<file path="src/rtl/multicycle_controller.sv">
`default_nettype none
// ============================================================================
// Module      : multicycle_controller
// Description : Multicycle RV32I control FSM over one shared memory port with
//               a req/ready handshake, stall watchdog and sticky trap.
// Revision    : 1.0 - initial release
// ============================================================================
module multicycle_controller #(
   parameter int unsigned USE_MEM_READY = 1,
   parameter int unsigned TIMEOUT       = 15,
   parameter int unsigned TO_W          = 8
) (
   input  logic       clk,
   input  logic       reset,
   input  logic [6:0] op,
   input  logic [2:0] funct3,
   input  logic       funct7b5,
   input  logic       Zero,
   input  logic       ALUR31,
   input  logic       mem_ready,
   output logic       mem_req,
   output logic       PCWrite,
   output logic       AdrSrc,
   output logic       MemWrite,
   output logic       IRWrite,
   output logic       RegWrite,
   output logic [1:0] ResultSrc,
   output logic [1:0] ALUSrcA,
   output logic [1:0] ALUSrcB,
   output logic [1:0] ALUOp,
   output logic [2:0] ImmSrc,
   output logic       trap,
   output logic [3:0] state_dbg
);

   typedef enum logic [3:0] {
      S_FETCH    = 4'd0,
      S_DECODE   = 4'd1,
      S_MEMADR   = 4'd2,
      S_MEMREAD  = 4'd3,
      S_MEMWB    = 4'd4,
      S_MEMWRITE = 4'd5,
      S_EXECR    = 4'd6,
      S_ALUWB    = 4'd7,
      S_EXECI    = 4'd8,
      S_JAL      = 4'd9,
      S_BRANCH   = 4'd10,
      S_JALR     = 4'd11,
      S_JALRPC   = 4'd12,
      S_UPPER    = 4'd13,
      S_TRAP     = 4'd14
   } state_t;

   localparam logic [TO_W-1:0] c_to_last = TO_W'(TIMEOUT - 1);

   state_t          state_q, state_d;
   logic [TO_W-1:0] wd_q, wd_d;
   logic            w_ready;
   logic            w_mem_state;
   logic            w_stall;
   logic            w_timeout;
   logic            w_take;
   logic            w_unused;

   // funct7b5 is consumed by the ALU decoder, not by this FSM.
   assign w_unused = funct7b5;

   generate
      if (USE_MEM_READY != 0) begin : g_ready_port
         assign w_ready = mem_ready;
      end else begin : g_ready_const
         logic w_unused_ready;
         assign w_unused_ready = mem_ready;
         assign w_ready        = 1'b1;
      end
   endgenerate

   assign w_mem_state = (state_q == S_FETCH) || (state_q == S_MEMREAD) ||
                        (state_q == S_MEMWRITE);
   assign w_stall     = w_mem_state & ~w_ready;
   assign w_timeout   = w_stall & (wd_q == c_to_last);
   assign wd_d        = w_stall ? wd_q + TO_W'(1) : '0;

   always_comb begin
      w_take = 1'b0;
      case (funct3)
         3'b000:          w_take = Zero;
         3'b001:          w_take = ~Zero;
         3'b100, 3'b110:  w_take = ALUR31;
         3'b101, 3'b111:  w_take = ~ALUR31;
         default:         w_take = 1'b0;
      endcase
   end

   always_ff @(posedge clk) begin
      if (reset) begin
         state_q <= S_FETCH;
         wd_q    <= '0;
      end else begin
         state_q <= state_d;
         wd_q    <= wd_d;
      end
   end

   always_comb begin
      state_d   = state_q;
      mem_req   = 1'b0;
      PCWrite   = 1'b0;
      AdrSrc    = 1'b0;
      MemWrite  = 1'b0;
      IRWrite   = 1'b0;
      RegWrite  = 1'b0;
      ResultSrc = 2'b00;
      ALUSrcA   = 2'b00;
      ALUSrcB   = 2'b00;
      ALUOp     = 2'b00;
      case (state_q)
         S_FETCH: begin
            mem_req   = 1'b1;
            ALUSrcB   = 2'b10;
            ResultSrc = 2'b10;
            if (w_ready) begin
               IRWrite = 1'b1;
               PCWrite = 1'b1;
               state_d = S_DECODE;
            end
         end
         S_DECODE: begin
            // Branch target is computed here so BRANCH can reuse ALUOut.
            ALUSrcA = 2'b01;
            ALUSrcB = 2'b01;
            casez (op)
               7'b0000011, 7'b0100011: state_d = S_MEMADR;
               7'b0110011:             state_d = S_EXECR;
               7'b0010011:             state_d = S_EXECI;
               7'b1100011:             state_d = S_BRANCH;
               7'b1101111:             state_d = S_JAL;
               7'b1100111:             state_d = S_JALR;
               7'b0?10111:             state_d = S_UPPER;
               default:                state_d = S_TRAP;
            endcase
         end
         S_MEMADR: begin
            ALUSrcA = 2'b10;
            ALUSrcB = 2'b01;
            state_d = op[5] ? S_MEMWRITE : S_MEMREAD;
         end
         S_MEMREAD: begin
            mem_req = 1'b1;
            AdrSrc  = 1'b1;
            if (w_ready) state_d = S_MEMWB;
         end
         S_MEMWB: begin
            ResultSrc = 2'b01;
            RegWrite  = 1'b1;
            state_d   = S_FETCH;
         end
         S_MEMWRITE: begin
            mem_req  = 1'b1;
            AdrSrc   = 1'b1;
            MemWrite = 1'b1;
            if (w_ready) state_d = S_FETCH;
         end
         S_EXECR: begin
            ALUSrcA = 2'b10;
            ALUOp   = 2'b10;
            state_d = S_ALUWB;
         end
         S_EXECI: begin
            ALUSrcA = 2'b10;
            ALUSrcB = 2'b01;
            ALUOp   = 2'b10;
            state_d = S_ALUWB;
         end
         S_ALUWB: begin
            RegWrite = 1'b1;
            state_d  = S_FETCH;
         end
         S_JAL: begin
            ALUSrcA = 2'b01;
            ALUSrcB = 2'b10;
            PCWrite = 1'b1;
            state_d = S_ALUWB;
         end
         S_BRANCH: begin
            ALUSrcA = 2'b10;
            ALUOp   = 2'b01;
            PCWrite = w_take;
            state_d = S_FETCH;
         end
         S_JALR: begin
            ALUSrcA = 2'b10;
            ALUSrcB = 2'b01;
            state_d = S_JALRPC;
         end
         S_JALRPC: begin
            PCWrite = 1'b1;
            ALUSrcA = 2'b01;
            ALUSrcB = 2'b10;
            state_d = S_ALUWB;
         end
         S_UPPER: begin
            ALUSrcA = op[5] ? 2'b11 : 2'b01;
            ALUSrcB = 2'b01;
            state_d = S_ALUWB;
         end
         S_TRAP: begin
            state_d = S_TRAP;
         end
         default: begin
            state_d = S_FETCH;
         end
      endcase
      // A stalled access that exhausts the watchdog aborts with no strobes.
      if (w_timeout) begin
         state_d  = S_TRAP;
         IRWrite  = 1'b0;
         PCWrite  = 1'b0;
         MemWrite = 1'b0;
      end
      if (reset) begin
         mem_req  = 1'b0;
         PCWrite  = 1'b0;
         IRWrite  = 1'b0;
         RegWrite = 1'b0;
         MemWrite = 1'b0;
      end
   end

   always_comb begin
      ImmSrc = 3'b000;
      casez (op)
         7'b0100011: ImmSrc = 3'b001;
         7'b1100011: ImmSrc = 3'b010;
         7'b1101111: ImmSrc = 3'b011;
         7'b0?10111: ImmSrc = 3'b100;
         default:    ImmSrc = 3'b000;
      endcase
   end

   assign trap      = (state_q == S_TRAP);
   assign state_dbg = state_q;

endmodule
`default_nettype wire

</file>
<file path="config.mk">
export PLATFORM = sky130hd
export DESIGN_NAME = multicycle_controller
export DESIGN_NICKNAME = d
export VERILOG_FILES = /design/src/rtl/multicycle_controller.sv
export SDC_FILE = /design/constraint.sdc
export NUM_CORES = 1
export LEC_CHECK = 0
export ABC_AREA = 1
export CORE_MARGIN = 2
export CORE_UTILIZATION = 47
export CTS_BUF_LIST = sky130_fd_sc_hd__clkbuf_8 sky130_fd_sc_hd__clkbuf_16
export DETAILED_ROUTE_END_ITERATION = 8
export GPL_ROUTABILITY_DRIVEN = 0
export HOLD_SLACK_MARGIN = 0.15
export PLACE_DENSITY = 0.84
export SLEW_MARGIN = 30
export SYNTH_ARGS = -nofsm -noshare
export SYNTH_HDL_FRONTEND = slang
export SYNTH_SLANG_ARGS = --single-unit
</file>
<file path="constraint.sdc">
create_clock -name clk -period 4.3 [get_ports clk]
set_clock_uncertainty 0.1 [all_clocks]
set_input_delay 0.86 -clock clk [delete_from_list [all_inputs] [get_ports clk]]
set_output_delay 0.86 -clock clk [all_outputs]
set_load 0.01 [all_outputs]
</file>
Word-level counts from Yosys, hierarchy flattened. Index checks and enable logic that the tools add are counted.

Flip-flop bits (word level): 12. Output and inout port bits: 22. Logic and storage cells: 94.

Add/sub/neg operators: 1. Equality and inequality tests: 34. Mux-type cells: 29. Bitwise logic cells: 6. Reductions and logical operators: 21.

Operators with widths (number): $pmux 4 s8 (1); $eq 4x4->1 const B (7); $pmux 4 s7 (1); $eq 7x7->1 const B (3); $reduce_or 2->1 (9); $eq 4x3->1 const B (4); $mux 4 (4); $reduce_or 5->1 (3); $eq 7x6->1 const B (2); $mux 1 (14); $eq 3x3->1 const B (4); $pmux 2 s2 (3); $pmux 3 s4 (1); $ne 3x3->1 const B (3); $reduce_or 3->1 (3); $add 8x1->8 const B (1); $eq 4x2->1 const B (2); $eq 8x4->1 const B (1); $eq 7x2->1 const B (1); $eq 7x5->1 const B (1); $eq 6x5->1 const B (1); $ne 2x2->1 const B (3); $pmux 2 s3 (1); $reduce_and 3->1 (2); 11 further kinds (16).

Logic depth before layout (Yosys ltp).
Word-level depth: 7. Depth in mapped cells: 11.

Least setup slack after synthesis. OpenSTA, ideal clock, no wires.

Path kind: input to output. Start: in op[3]. End: out ImmSrc[0]. Data arrival time: 1.580 ns. Required time: 3.340 ns. Slack: 1.760 ns. Cell stages on the path: 5. Cells stage by stage: inv_1 > nand2_1 > nor2_1 > nand2_1 > o31ai_1.

Cells in the longest elaborated chain, start to end: 2. Elaborated cells on any way between the ends: 5.

Ends and longest elaborated chain: start: declaration (RTL line 15) `input logic [6:0] op,`; $eq 7x7->1 (tied with other cells) (RTL line 232) `casez (op)`; $pmux 3 s4 (*) (RTL line 232); end: declaration (RTL line 31) `output logic [2:0] ImmSrc,`.

Every way passes the cells marked *; elsewhere a longest branch is shown, timed or not.

Worst setup path in the final report.
Start: in op[1]. End: out ImmSrc[0].

The elaborated chain is that of the path after synthesis.

==> flow_metrics.py <==
metrics = {
    "worst_setup_path": {
        "worst_ep_arrival_time_ps": 2570,
        "rrSetupSlack_ps": 2730,
        "cp-startpoint": "op[1]",
        "critPathKind": "in -> out",
        "critPathSlowestCell": "clkdlybuf4s50_1",
        "reg2reg_to": "state_dbg[2]",
        "start_kind": "input port",
        "timing.rr.start": "state_dbg[1]",
        "cpPeakStageDelay_ps": 580,
        "worstPathCellList": "clkdlybuf4s50_1, nand2_1, nor2_1, nand2_1, o31ai_1, clkdlybuf4s50_1",
        "critPathCapture": "ImmSrc[0]",
        "cp_max_fo": 4,
        "cp-end-kind": "primary output",
        "r2r_cells": 9,
        "cp.required_ps": 3340,
    },
    "detailed_routing": {
        "dr_total_vias": 1194,
        "wl_met1_mm": 1.16,
        "drtIter0Drc": 22,
        "drt_wl_total_mm": 2.68,
        "topRoutingLayerUsed": "met3",
        "route.met2.wl_mm": 1.38,
        "drt-wirelength-per-cell_um": 11.3,
        "avgViaCountPerCell": 5.02,
        "ant_nets": 0,
        "route.detailed.drc": 0,
        "wl_met3_um": 143,
        "firstDrtPassIters": 4,
    },
    "clocking": {
        "post_cts_buffers": 0,
        "ctsHtreeMaxLevel": 1,
        "ctsLongestPathBuffers": 2,
        "clk_pin_slew_ps": 50,
        "clock_latency_ps": 230,
        "cts-hold-fix-buffers": 0,
        "cts-root-buf": "clkbuf_8",
        "cts_buffers": 3,
        "numClockSinks": 12,
        "cts_resized": 0,
        "cts_tree": "yes",
    },
    "global_route": {
        "antenna_found_initial": 0,
        "grt_use_total": 0.225,
        "grt_max_degree": 10,
        "grt_overflow_total": 0,
        "grt_pass1_vias": 1132,
        "grt_pass1_wl_mm": 4.55,
    },
    "synthesis": {
        "ys_warn_count": 0,
        "synthFlopType": "dfxtp_1",
        "ys_async_sr_fraction": 0,
        "synth_area_leaders": "dfxtp_1, nand2_1, nor2_1",
        "synth_fa_ha_area_frac": 0.0244,
        "synth_area_mm2": 0.00102,
        "synth_cells": 173,
        "yosys.area_share.simple": 0.442,
        "syn_avg_cell_area_um2": 5.92,
        "ys_ff_latch": 12,
        "yosysSeqAreaShare": 0.234,
        "synth_xor_xnor_area_share": 0.0256,
        "yosysTopAreaCell": "dfxtp_1",
        "synthMuxAreaShare": 0,
        "synth.net_count": 191,
        "synthTopCellsByCount": "nand2_1, nor2_1, inv_1, dfxtp_1, nand3_1",
        "synth-edff-count": 0,
        "synth_top_family_by_area": "simple AND/OR/NAND/NOR gates",
        "synth_compound_area_frac": 0.155,
        "synth_top_area_share": 0.234,
        "yosysMostFrequentCell": "nand2_1",
        "ys_types": 26,
    },
    "floorplan": {
        "core_area_mm2": 0.00200,
        "rows": 16,
        "die_height_um": 50.7,
        "dieArea_mm2": 0.00257,
        "pin_count": 38,
        "die_w_um": 50.7,
        "initial_core_util": 0.512,
    },
    "sta": {
        "grt_setup_unrepaired": "no",
        "slew_headroom": 0.794,
        "setup_violations": 0,
        "min_period_over_period": 0.820,
        "slew_violations": 0,
        "final.setup.tns_ps": 0,
        "max_clock_freq_mhz": 284,
        "period_needed_ps": 3530,
        "tightest_slew_ps": 309,
        "hold_viol_final": 0,
    },
    "final_layout": {
        "final_cells": 238,
        "final_design_area_no_fill_mm2": 0.00146,
        "nNetsFinal": 231,
        "syn_to_final_growth_pct": 42.0,
        "diodes": 0,
        "drive_gt1_frac": 0.0806,
    },
    "place": {
        "hpwlAfterDp_mm": 2.23,
        "port-buffer-count": 36,
        "dp.cells": 235,
        "placed_area_mm2": 0.00141,
    },
    "power_and_ir_drop": {
        "vdd_drop_max_v": 0.000268,
        "power_density_mw_per_mm2": 495,
        "power.leakage_nw": 0.666,
    },
    "status": {
        "status": "completed",
    },
    "flow_run": {
        "maxCapViolCount": 0,
    },
    "min_path": {
        "min_path_type": "reg -> reg",
    },
}
metal layers:
metal	up-vias	track usage
met5	-	0
met4	0	0.0315
met3	0	0.0506
met2	40	0.434
met1	525	0.253
li1	629	-
worst min path at each step:
stage                     cells past startpoint  slack [ps]    start       to
after floorplan                               1         330  wd_q[0]  wd_q[0]
after global placement                        1         340  wd_q[0]  wd_q[0]
after detailed placement                      1         370  wd_q[0]  wd_q[0]
after CTS                                     1         380  wd_q[0]  wd_q[0]
after global routing                          1         410  wd_q[0]  wd_q[0]
final                                         1         370  wd_q[0]  wd_q[0]
logic make-up after synthesis:
kind of cell,count (synthesis)
AOI/OAI and AO/OA,24
xor gates and xnor gates,3
DFF,12
adders and majority gates,2
and+or+nand+nor,100
buffers and inverters,32
sequential cells by signal (all words and copies together) (netlist names):
name,cells
state_dbg,4
wd_q,8
through the flow:
stage	setup slack [ps]	util	hold slack, ps	total power, mW
after floorplan	1760	-	330	0.424
after global placement	804	0.706	343	0.613
after detailed placement	793	0.706	372	0.627
after CTS	774	0.727	381	0.726
after global routing	582	0.727	406	0.777
final	775	0.727	374	0.721
cells in the final DEF, fill, tap and decap left out, types with 3 or more instances in the layout:
master	count
dfxtp_1	12
clkdlybuf4s50_1	36
nand3_1	9
nor3b_2	3
xor2_1	3
nand2_1	42
nand2_2	3
nor2_1	37
o22ai_1	4
inv_1	28
a31oi_1	3
a21oi_1	8
o21ai_0	3
clkbuf_8	3
inv_2	3
worst max-delay path: cells and delay by family:
kind | cells | cell delay (ps)
AO/OA/AOI/OAI | 1 | 220
buffers and inverters | 2 | 1030
AND/OR/NAND/NOR | 3 | 460
where the power goes:
part	total [mW]	switching, mW	leakage (nW)	internal [mW]
clock network	0.0961	0.0349	0.0216	0.0612
logic	0.460	0.242	0.547	0.218
registers	0.165	0.0347	0.0976	0.130
total	0.721	0.312	0.666	0.409
layout make-up:
type                            instances  area, um^2
Clock buffer                            3        41.3
Fill cell                             175         547
Inverter                               31         116
Multi-Input combinational cell        129         663
Sequential cell                        12         240
Tap cell                               27        33.8
Timing Repair Buffer                   36         360
(Power assumes the default switching activity.)
